**src/rtl/measure_display_if.sv**
```systemverilog
// Measurement result interface: the measurement block (master) writes num/load,
// the display block (slave) returns status, BCD digits and segment codes.
interface measure_display_if #(
   parameter int WIDTH = 14
);
   logic [WIDTH-1:0] num;
   logic             load;
   logic             busy;
   logic             done;
   logic [15:0]      bcd;
   logic [6:0]       HEX0;
   logic [6:0]       HEX1;
   logic [6:0]       HEX2;
   logic [6:0]       HEX3;

   modport master (
      output num, load,
      input  busy, done, bcd, HEX0, HEX1, HEX2, HEX3
   );

   modport slave (
      input  num, load,
      output busy, done, bcd, HEX0, HEX1, HEX2, HEX3
   );
endinterface

```
**src/rtl/measure_display.sv**
```systemverilog
// Sequential shift-add-3 binary-to-BCD converter driving four active-low 7-seg digits.
// Optional leading-zero blanking is enabled by defining MEASURE_DISPLAY_BLANK_EN.
module measure_display #(
   parameter int WIDTH = 14
) (
   input logic              clock,
   input logic              resetn,
   measure_display_if.slave bus
);

   typedef enum logic [1:0] {
      IDLE   = 2'd0,
      SHIFT  = 2'd1,
      UPDATE = 2'd2
   } state_t;

   localparam logic [6:0] SEG_BLANK = 7'h7F;
   localparam logic [6:0] SEG_DASH  = 7'h3F;

   state_t           state_q;
   logic [WIDTH-1:0] shreg_q;
   logic [15:0]      acc_q;
   logic [3:0]       cnt_q;
   logic             ovf_q;
   logic             busy_q;
   logic             done_q;
   logic [15:0]      bcd_q;
   logic [6:0]       hex0_q, hex1_q, hex2_q, hex3_q;

   logic [15:0]      acc_adj_s;
   logic [15:0]      acc_d;
   logic [WIDTH-1:0] shreg_d;
   logic [15:0]      bcd_d;
   logic [6:0]       hex0_d, hex1_d, hex2_d, hex3_d;
   logic             blank1_s, blank2_s, blank3_s;

   function automatic logic [3:0] add3(input logic [3:0] d);
      return (d >= 4'd5) ? d + 4'd3 : d;
   endfunction

   function automatic logic [6:0] seg7(input logic [3:0] d);
      logic [6:0] s;
      case (d)
         4'd0:    s = 7'h40;
         4'd1:    s = 7'h79;
         4'd2:    s = 7'h24;
         4'd3:    s = 7'h30;
         4'd4:    s = 7'h19;
         4'd5:    s = 7'h12;
         4'd6:    s = 7'h02;
         4'd7:    s = 7'h78;
         4'd8:    s = 7'h00;
         4'd9:    s = 7'h10;
         default: s = SEG_BLANK;
      endcase
      return s;
   endfunction

   // Next shift step, captured digit image and segment encoding
   always_comb begin
      acc_adj_s = {add3(acc_q[15:12]), add3(acc_q[11:8]), add3(acc_q[7:4]), add3(acc_q[3:0])};
      acc_d     = {acc_adj_s[14:0], shreg_q[WIDTH-1]};
      shreg_d   = {shreg_q[WIDTH-2:0], 1'b0};
      bcd_d     = ovf_q ? 16'h9999 : acc_q;
`ifdef MEASURE_DISPLAY_BLANK_EN
      blank3_s  = (acc_q[15:12] == 4'd0);
      blank2_s  = blank3_s && (acc_q[11:8] == 4'd0);
      blank1_s  = blank2_s && (acc_q[7:4] == 4'd0);
`else
      blank3_s  = 1'b0;
      blank2_s  = 1'b0;
      blank1_s  = 1'b0;
`endif
      // Dashes take priority so an overflow is never blanked
      hex3_d = ovf_q ? SEG_DASH : (blank3_s ? SEG_BLANK : seg7(acc_q[15:12]));
      hex2_d = ovf_q ? SEG_DASH : (blank2_s ? SEG_BLANK : seg7(acc_q[11:8]));
      hex1_d = ovf_q ? SEG_DASH : (blank1_s ? SEG_BLANK : seg7(acc_q[7:4]));
      hex0_d = ovf_q ? SEG_DASH : seg7(acc_q[3:0]);
   end

   // Control FSM with registered datapath and outputs
   always_ff @(posedge clock or negedge resetn) begin
      if (!resetn) begin
         state_q <= IDLE;
         shreg_q <= '0;
         acc_q   <= 16'h0000;
         cnt_q   <= 4'd0;
         ovf_q   <= 1'b0;
         busy_q  <= 1'b0;
         done_q  <= 1'b0;
         bcd_q   <= 16'h0000;
         hex0_q  <= SEG_BLANK;
         hex1_q  <= SEG_BLANK;
         hex2_q  <= SEG_BLANK;
         hex3_q  <= SEG_BLANK;
      end else begin
         done_q <= 1'b0;
         case (state_q)
            IDLE: begin
               if (bus.load) begin
                  shreg_q <= bus.num;
                  acc_q   <= 16'h0000;
                  cnt_q   <= 4'd0;
                  ovf_q   <= (bus.num > WIDTH'(9999));
                  busy_q  <= 1'b1;
                  state_q <= SHIFT;
               end else begin
                  state_q <= IDLE;
               end
            end
            SHIFT: begin
               acc_q   <= acc_d;
               shreg_q <= shreg_d;
               cnt_q   <= cnt_q + 4'd1;
               if (cnt_q == 4'(WIDTH - 1)) begin
                  state_q <= UPDATE;
               end else begin
                  state_q <= SHIFT;
               end
            end
            UPDATE: begin
               bcd_q   <= bcd_d;
               hex0_q  <= hex0_d;
               hex1_q  <= hex1_d;
               hex2_q  <= hex2_d;
               hex3_q  <= hex3_d;
               done_q  <= 1'b1;
               busy_q  <= 1'b0;
               state_q <= IDLE;
            end
            default: begin
               busy_q  <= 1'b0;
               state_q <= IDLE;
            end
         endcase
      end
   end

   assign bus.busy = busy_q;
   assign bus.done = done_q;
   assign bus.bcd  = bcd_q;
   assign bus.HEX0 = hex0_q;
   assign bus.HEX1 = hex1_q;
   assign bus.HEX2 = hex2_q;
   assign bus.HEX3 = hex3_q;

endmodule

```
**src/flat_wrapper.sv**
```systemverilog
// flat-port wrapper written by rule: the top's interface ports become plain ports
module measure_display_flat 
#(
   parameter int WIDTH = 14
)
  (clock, resetn, bus_num, bus_load, bus_busy, bus_done, bus_bcd, bus_HEX0, bus_HEX1, bus_HEX2, bus_HEX3);
  measure_display_if #(.WIDTH(WIDTH)) bus_i ();
  input logic clock;
  input logic resetn;
  input wire logic [$bits(bus_i.num)-1:0] bus_num;
  input wire logic [$bits(bus_i.load)-1:0] bus_load;
  output wire logic [$bits(bus_i.busy)-1:0] bus_busy;
  output wire logic [$bits(bus_i.done)-1:0] bus_done;
  output wire logic [$bits(bus_i.bcd)-1:0] bus_bcd;
  output wire logic [$bits(bus_i.HEX0)-1:0] bus_HEX0;
  output wire logic [$bits(bus_i.HEX1)-1:0] bus_HEX1;
  output wire logic [$bits(bus_i.HEX2)-1:0] bus_HEX2;
  output wire logic [$bits(bus_i.HEX3)-1:0] bus_HEX3;
  assign bus_i.num = bus_num;
  assign bus_i.load = bus_load;
  assign bus_busy = bus_i.busy;
  assign bus_done = bus_i.done;
  assign bus_bcd = bus_i.bcd;
  assign bus_HEX0 = bus_i.HEX0;
  assign bus_HEX1 = bus_i.HEX1;
  assign bus_HEX2 = bus_i.HEX2;
  assign bus_HEX3 = bus_i.HEX3;
  measure_display #(.WIDTH(WIDTH)) u_core (.clock(clock), .resetn(resetn), .bus(bus_i));
endmodule
```
**config.mk**
```make
export PLATFORM = sky130hd
export DESIGN_NAME = measure_display_flat
export DESIGN_NICKNAME = d
export VERILOG_FILES = /design/src/rtl/measure_display_if.sv /design/src/rtl/measure_display.sv /design/src/flat_wrapper.sv
export SDC_FILE = /design/constraint.sdc
export NUM_CORES = 1
export LEC_CHECK = 0
export BUFFER_PORTS_ARGS = -buffer_cell sky130_fd_sc_hd__buf_2
export CAP_MARGIN = 20
export CORE_AREA = 10 10 103 105
export DETAILED_ROUTE_END_ITERATION = 12
export DIE_AREA = 0 0 113 115
export PLACE_DENSITY = 0.75
export SYNTH_ARGS = -nofsm -noshare
export SYNTH_HDL_FRONTEND = slang
export SYNTH_SLANG_ARGS = --single-unit
```
**constraint.sdc**
```tcl
create_clock -name clock -period 1.7 [get_ports clock]
set_clock_uncertainty 0.15 [all_clocks]
set_input_delay 0.085 -clock clock [delete_from_list [all_inputs] [get_ports clock]]
set_output_delay 0.085 -clock clock [all_outputs]
set_load 0.05 [all_outputs]
```
Word-level counts from Yosys, hierarchy flattened
Memories as Yosys holds them, arrays and structs flattened.
Cells that the tools add are included.
Storage, ports and cells
  bits in latches: 0
  memory bits (read-only): 448
  output and inout bits: 46
  RAM bits: 0
  register bits after elaboration: 83
  memories: 4
  logic and storage cells: 57
  bits of input ports: 17
Cells by class
  reductions and logical operators: 5
  shifts and indexed selects: 0
  bitwise operators: 1
  eq/ne operators: 4
  divide/modulo/power cells: 0
  add/subtract/negate cells: 5
  muxes and demuxes: 21
  $lt $le $gt $ge: 5
  multipliers: 0
Memory list
  (name not given): depth 16, width 7, read ports 1, clocked after memory_dff 0, wr ports 0, line measure_display.sv:43  | case (d)
  (name not given): depth 16, width 7, read ports 1, clocked after memory_dff 0, wr ports 0, line measure_display.sv:43
  (name not given): depth 16, width 7, read ports 1, clocked after memory_dff 0, wr ports 0, line measure_display.sv:43
  (name not given): depth 16, width 7, read ports 1, clocked after memory_dff 0, wr ports 0, line measure_display.sv:43
Operator list (number)
  $mux W16: 2
  $pmux W16 S2: 1
  $mux W7: 4
  $pmux W14 S2: 1
  $ge A4 B3 Y1 const B: 4
  $mux W4: 4
  $gt A14 B14 Y1 const B: 1
  $mux W14: 1
  $add A4 B2 Y4 const B: 3
  $pmux W4 S2: 1
  $reduce_and A2 Y1: 3
  $add A4 B1 Y4 const B: 1
  $eq A4 B4 Y1 const B: 1
  $pmux W2 S2: 1
  $add A3 B2 Y3 const B: 1
  $mux W1: 3
  $mux W3: 1
  $eq A2 B1 Y1 const B: 1
  $eq A2 B2 Y1 const B: 1
  $logic_not A2 Y1: 1
  $mux W2: 1
  $ne A2 B2 Y1 const B: 1
  $pmux W1 S2: 1
  $reduce_bool A2 Y1: 1
  $not A1 Y1: 1

Depth between registers and ports, before layout
Gate-level depths: netlist of run 1.
  depth in word-level cells: 3
  mapped depth: 7
  gate-level depth less buffers: 6

Worst setup path before layout of run 1
Ideal clock, no wire load.
  path type: register -> register
  from: register u_core.acc_q[5]
  to: register u_core.acc_q[7]
  arrival time: 1.376 ns
  stages on the path, launching flop included: 7
  library setup time: 0.133 ns
  required time: 1.417 ns
  slack: 0.041 ns
  period minus slack after synthesis: 1.659 ns
  path buffers: 0
  path through: dfrtp_1 > inv_1 > ha_1 > ha_1 > o21bai_1 > a22oi_1 > o21ai_0
Between the ends
  word-level cells in the longest chain between the ends: 3
  elaborated cells on any way between the ends: 4
  those cells by class: add/sub (1); order compare (1); mux (2)
RTL lines
  start, declared: line measure_display.sv:22  | logic [15:0] acc_q;
  start signal, assigned: line measure_display.sv:86  | acc_q <= 16'h0000;
  start signal, assigned: line measure_display.sv:102  | acc_q <= 16'h0000;
  start signal, assigned: line measure_display.sv:112  | acc_q <= acc_d;
  $add A4 B2 Y4 or $ge A4 B3 Y1 (tied branches): line measure_display.sv:38  | return (d >= 4'd5) ? d + 4'd3 : d;
  $mux W4 (*): line measure_display.sv:38
  $pmux W16 S2 (*): line measure_display.sv:98  | case (state_q)
Mark *: on every way between the ends. The rest lies on a longest branch, timed or not.
A chain may end at the register's enable or synchronous reset.

Worst setup path in the final report of run 1
  from: register u_core.acc_q[12]
  to: register u_core.acc_q[15]
Between the ends
  word-level cells in the longest chain between the ends: 3
  elaborated cells on any way between the ends: 4
  those cells by class: add/sub (1); order compare (1); mux (2)
RTL lines (line)
  $ge A4 B3 Y1 or $add A3 B2 Y3 (tied branches): measure_display.sv:38
  $mux W3 (*): measure_display.sv:38
  $pmux W16 S2 (*): measure_display.sv:98
Marked as above.

==> impl_metrics.py, run 1 <==
metrics = {
    "sta": {
        "maxSlewHeadroom_pct": 65.6,
        "setup_viol_count_final": 0,
        "fmax_mhz": 604,
        "setup_tns_ns": 0,
        "post-route-min-period_ns": 1.66,
        "hold_viol": 0,
        "worstMarginPinSlew_ns": 0.517,
        "drv_slew": 0,
        "finalCritPeriodShare_pct": 97.4,
    },
    "power_and_ir_drop": {
        "p_comb_share_pct": 54.7,
        "ir_drop_mv": 0.787,
        "swShare_pct": 46.6,
        "power.density_nw_per_um2": 1950,
        "seq_power_share_pct": 33.1,
        "p_leak_nw": 2.46,
        "clkPwrFrac_pct": 12.2,
        "p_int_mw": 5.51,
        "power.net_switching_mw": 4.81,
    },
    "final_layout": {
        "area_delta_synth_final_pct": 21.4,
        "fin_cells": 665,
        "fillers": 721,
        "diodes": 0,
        "nets": 595,
        "drive_above_1_share_pct": 27.8,
    },
    "job": {
        "drv_cap": 0,
    },
    "logic_synthesis": {
        "syn_nets": 507,
        "synth-async-reset-ratio_pct": 100,
        "synth_cell_types": 38,
        "syn_area_sq_um": 4350,
        "postSynthCellCount": 464,
        "synth_edf_count": 0,
        "ys.flop_type": "dfrtp_1",
        "yosysWarnings": 0,
        "avgSynthCellArea_sq_um": 9.38,
        "ys_ff_latch": 83,
        "yosysSeqAreaShare_pct": 48.5,
    },
    "place": {
        "globalplace.congestion": 0.869,
        "io_buffers": 62,
        "dp_cells": 631,
        "hpwl_mm": 7.01,
    },
    "global_route": {
        "grt_pass1_wl_mm": 17.0,
        "grt-ovfl-total": 0,
        "grt_max_degree": 38,
        "antenna_found_initial": 0,
        "grt_usage_pct": 15.5,
        "met1_usage_pct": 18.7,
        "grtUsageMet3_pct": 3.59,
        "grt_busiest_layer": "met2",
        "use_met2_pct": 26.2,
        "grt_pass1_vias": 3655,
    },
    "setup_path": {
        "critPathArrivalTime_ns": 1.74,
        "path_class": "reg -> reg",
        "cp_num_buf_inv": 1,
        "cp_cell_sequence": "inv_2 -> ha_2 -> ha_1 -> o21bai_1 -> a22oi_1 -> o21ai_0",
        "ff2ff_path_depth": 6,
        "end_kind": "flip-flop",
        "crit_family": "adder cells",
        "cp_max_fo": 4,
        "cp_slowest_stage_delay_ns": 0.42,
        "worstSetupStartpointType": "flip-flop",
        "worstReg2RegStart": "u_core.acc_q[12]",
        "r2r_slack_ns": 0.04,
        "worst_ep_required_time_ns": 1.78,
        "regToRegEndpoint": "u_core.acc_q[15]",
        "critPathSlowestCell": "dfrtp_1",
    },
    "worst_hold_path": {
        "hp-class": "in -> reg",
        "min_to": "u_core.ovf_q",
        "whs_path_depth": 5,
        "worst_hold_startpoint": "bus_num[4]",
    },
    "routing": {
        "drtIter0Drc": 153,
        "post_drt_wl_per_cell_um": 15.3,
        "firstDrtPassIters": 4,
        "totalWireLength_mm": 10.2,
        "viasPerCell": 5.48,
        "dr_total_vias": 3642,
        "drc": 0,
        "ant_nets": 0,
    },
    "floorplan": {
        "core-area_sq_um": 8550,
        "num_rows": 34,
        "die_area_sq_um": 13000,
        "die_y_um": 115,
        "ioPinCount": 63,
        "initial_utilization_pct": 50.9,
        "die_w_um": 113,
    },
    "clocking": {
        "cts_made_buffers": 9,
        "cts_tree": "built",
        "cts_sinks": 83,
        "cts-htree-levels": 3,
        "root_buffer": "clkbuf_8",
        "clk_pin_slew_ns": 0.09,
        "clkLatencyLatePin_ns": 0.36,
        "cts.path.max_buffers": 2,
    },
    "status": {
        "status": "finished clean",
    },
}
[what timing repair did]
| item | CTS | global route |
|---|---|---|
| hold endpoints to repair | 78 | 0 |
| endpoints found under the setup margin | 1 | 11 |
| buffers inserted | 1 | 2 |
| hold buffers | 16 | 0 |
| gates resized for setup | 0 | 16 |
| pin swaps | 0 | 4 |
[synthesized netlist by cell type (all sizes together) (7+ instances only)]
cell / n / share of area, %
o31ai: 9 / 1.6
a22oi: 16 / 2.8
a21oi: 47 / 5.4
xnor2: 7 / 1.4
dfrtp: 55 / 32
buf: 24 / 3.6
nor2b: 15 / 2.2
ha: 26 / 7.5
nor2: 35 / 3.0
inv: 16 / 1.4
nand2: 63 / 5.6
nand2b: 10 / 1.4
dfstp: 28 / 17
o21ai: 58 / 6.7
o22a: 9 / 1.8
nand3: 8 / 0.92
clkbuf: 8 / 0.69
[power groups by stage]
stage	Clock [mW]	Sequential, mW	Combinational, mW
finish	1.25	3.42	5.64
global route	1.36	3.52	6.23
CTS	1.28	3.39	5.43
detailed placement	0	3.42	5.36
global placement	0	3.38	5.22
floorplan	0	4.39	2.95
[cells in the final DEF, fill, tap and decap left out, types with 4 or more instances in the layout]
cell type	count
a22oi_1	16
buf_12	4
ha_4	4
clkbuf_8	10
inv_1	11
clkinv_2	4
dlygate4sd3_1	15
nand3_1	8
o21ai_1	4
inv_2	5
o22a_1	9
buf_4	29
o31ai_1	9
dfstp_2	28
buf_2	61
o21ai_0	54
ha_1	21
o21bai_1	4
nand2_1	60
nor2_1	35
nor2b_1	13
dfrtp_1	55
o311ai_0	4
a21oi_1	44
xnor2_1	7
nand2b_1	10
[kinds of logic after synthesis]
family                     after synthesis  share of synthesized area, %
DFF                                     83                          48.5
AOI/OAI and AO/OA                      158                          21.7
and+or+nand+nor                        139                          14.6
buffers and inverters                   49                          5.78
muxes                                    2                         0.460
xor gates and xnor gates                 7                          1.41
adders and majority gates               26                          7.48
[tightest hold or removal path, cell delays in order]
cell and delay (ns):
buf_2 0.08, nor4_1 0.04, nor2_1 0.11, o31ai_1 0.08, o21ai_0 0.13
[final cells by class]
class,instances,area (sq um),area share (%)
Sequential cell,83,2110,40.0
Timing Repair Buffer,109,753,14.3
Clock inverter,3,15.0,0.284
Multi-Input combinational cell,332,2050,38.9
Inverter,17,65.1,1.23
Tap cell,108,135,2.56
Clock buffer,13,149,2.82
[metrics by stage]
step                total power [mW]  hold slack (ns)  worst slack, ns  utilization [%]  area (sq um)
floorplan                       7.34           -0.361           0.0409                -          4350
global placement                8.60          -0.0575            0.114             57.1          4880
detailed placement              8.78          -0.0561          0.00267             57.1          4880
CTS                             10.1           0.0847          0.00400             61.0          5210
global route                    11.1            0.121          -0.0303             61.8          5280
finish                          10.3           0.0724           0.0436             61.8          5280
[how the worst max path moves through the flow]
| stage | from | endpoint | slack, ns | cells past startpoint |
|---|---|---|---|---|
| after floorplan | u_core.acc_q[5] | u_core.acc_q[7] | 0.04 | 6 |
| after global placement | u_core.acc_q[0] | u_core.acc_q[3] | 0.11 | 6 |
| after detailed placement | u_core.acc_q[0] | u_core.acc_q[3] | 0.003 | 6 |
| after CTS | u_core.acc_q[4] | u_core.acc_q[7] | 0.004 | 6 |
| after global routing | u_core.acc_q[0] | u_core.acc_q[2] | -0.03 | 5 |
| final | u_core.acc_q[12] | u_core.acc_q[15] | 0.04 | 6 |
[routing by layer]
layer | vias up | share of wire, %
met3 | 16 | 4.0
li1 | 1782 | -
met4 | 0 | 1.6
met5 | - | 0
met2 | 76 | 49
met1 | 1768 | 45
[state kept, by name, indices dropped and copies added (netlist names)]
signal and flops:
u_core.acc_q 16, u_core.bus.bcd 16, u_core.shreg_q 14, u_core.bus.HEX0 7, u_core.bus.HEX1 7, u_core.bus.HEX2 7, u_core.bus.HEX3 7, u_core.cnt_q 4
u_core.state_q 2, u_core.bus.busy 1, u_core.bus.done 1, u_core.ovf_q 1
No activity file was read; power rests on OpenSTA's default activity.
==> run 2, diff against run 1 <==
Settings changed: GPL_TIMING_DRIVEN from default to 0.
==> run 2 against run 1 <==
Critical path depth unchanged. Design area is 1.3% higher. Worst setup slack lost 0.010 ns. Sequential power is 2% lower. Die area unchanged. Register-to-register slack about the same. Total power up 2.6%. Global-route usage increased by 1.4 points. Maximum frequency decreased by 0.62%. Largest power group unchanged. Sequential cell count did not move. Via count rose by 1.8%. Clock power rose by 3%.
==> impl_metrics.py, run 2 (synthesized netlist as in run 1, its figures left out) <==
metrics = {
    "clocking": {
        "cts.path.max_buffers": 2,
        "clkLatencyLatePin_ns": 0.35,
        "cts-htree-levels": 3,
        "cts_tree": "built",
        "root_buffer": "clkbuf_8",
        "cts_made_buffers": 9,
        "clk_pin_slew_ns": 0.08,
        "cts_sinks": 83,
    },
    "power_and_ir_drop": {
        "power.density_nw_per_um2": 1980,
        "p_leak_nw": 2.48,
        "ir_drop_mv": 0.672,
    },
    "final_layout": {
        "multi_input_area_sq_um": 2080,
        "final_cell_mix": "buf_2, nand2_1, o21ai_0",
        "nets": 609,
        "drive_above_1_share_pct": 30.1,
        "area_delta_synth_final_pct": 23.1,
        "fillers": 693,
        "post-route-util_pct": 62.6,
        "final_common_cell": "buf_2",
        "diodes": 0,
        "register_area_sq_um": 2120,
    },
    "setup_path": {
        "worst_ep_required_time_ns": 1.78,
        "path_class": "reg -> reg",
        "worstSetupStartpointType": "flip-flop",
        "end_kind": "flip-flop",
        "critPathArrivalTime_ns": 1.74,
        "r2r_slack_ns": 0.03,
        "cp_max_fo": 5,
    },
    "global_route": {
        "grt_usage_pct": 16.9,
        "grt_max_degree": 44,
        "grt-ovfl-total": 0,
        "grt_pass1_vias": 3711,
        "antenna_found_initial": 0,
        "grt_pass1_wl_mm": 18.1,
    },
    "routing": {
        "firstDrtPassIters": 4,
        "dr_total_vias": 3707,
        "drtIter0Drc": 172,
        "totalWireLength_mm": 11.1,
        "ant_nets": 0,
        "viasPerCell": 5.46,
        "drc": 0,
        "post_drt_wl_per_cell_um": 16.3,
    },
    "job": {
        "drv_cap": 0,
    },
    "floorplan": {
        "num_rows": 34,
        "die_area_sq_um": 13000,
        "core-area_sq_um": 8550,
        "die_w_um": 113,
        "ioPinCount": 63,
        "die_y_um": 115,
        "initial_utilization_pct": 50.9,
    },
    "sta": {
        "finalCritPeriodShare_pct": 98.0,
        "post-route-min-period_ns": 1.67,
        "fmax_mhz": 600,
        "setup_viol_count_final": 0,
        "setup_tns_ns": 0,
        "maxSlewHeadroom_pct": 62.5,
        "hold_viol": 0,
        "worstMarginPinSlew_ns": 0.563,
        "drv_slew": 0,
        "rsz0062_at_grt": "yes",
    },
    "place": {
        "globalplace.congestion": 0.892,
        "io_buffers": 62,
        "hpwl_mm": 7.72,
    },
    "worst_hold_path": {
        "hp-class": "in -> async",
    },
    "status": {
        "status": "finished clean",
    },
}
[run 2: final timing paths]
check	from	endpoint	depth (start not counted)
worst max-delay path	u_core.acc_q[13]	u_core.acc_q[15]	6
worst min-delay path	resetn	u_core.bus.bcd[6]	2
worst max register to register	u_core.acc_q[13]	u_core.acc_q[15]	6
worst min register to register	u_core.bus.bcd[4]	u_core.bus.bcd[4]	2
max in group asynchronous	resetn	u_core.bus.HEX3[4]	3
min in group clock	u_core.bus.bcd[4]	u_core.bus.bcd[4]	2
[run 2: layer usage]
layer / part of all wire [%] / GRT usage, %
met4: 0.66 / 5.16
met1: 43 / 20.3
met5: 0 / 0
met2: 50 / 28.5
met3: 6.8 / 5.10
[run 2: final cells by class]
cell class	count	share of cell area, %
clock buffers	14	3.06
well taps	108	2.52
multi-input cells	332	38.9
plain buffers	32	3.51
flip-flops and latches	83	39.6
inverters	17	1.31
clock inverters	2	0.187
repair buffers	91	10.9
[run 2: per-stage QoR]
stage / setup slack [ns] / cells / total power, mW / hold slack [ns] / area (sq um)
4_1_cts: -0.00703 / 674 / 10.2 / 0.113 / 5240
6_report: 0.0333 / 679 / 10.6 / 0.110 / 5350
3_3_place_gp: -0.228 / 634 / 8.45 / 0.198 / 4800
3_5_place_dp: -0.155 / 635 / 8.64 / -0.0485 / 4820
5_1_grt: -0.0335 / 679 / 11.4 / 0.154 / 5350
2_1_floorplan: 0.0409 / 464 / 7.34 / -0.361 / 4350
[run 2: repair_timing]
action	4_1_cts	5_1_grt
pin swaps	1	4
hold endpoints to repair	85	0
setup endpoints to repair	12	16
hold buffers	16	0
buffers inserted	7	5
resized for setup	19	17
[run 2: where the power goes]
| part | switching (mW) | leakage (nW) | internal [mW] |
|---|---|---|---|
| combinational | 3.77 | 1.39 | 2.18 |
| sequential | 0.521 | 0.994 | 2.82 |
| clock | 0.674 | 0.0896 | 0.619 |
[run 2: worst max-delay path: stages, from the launching register on]
cell	delay [ns]
dfrtp_2	0.45
inv_2	0.12
ha_4	0.18
ha_4	0.20
o21bai_1	0.17
a22oi_1	0.19
o21ai_1	0.08
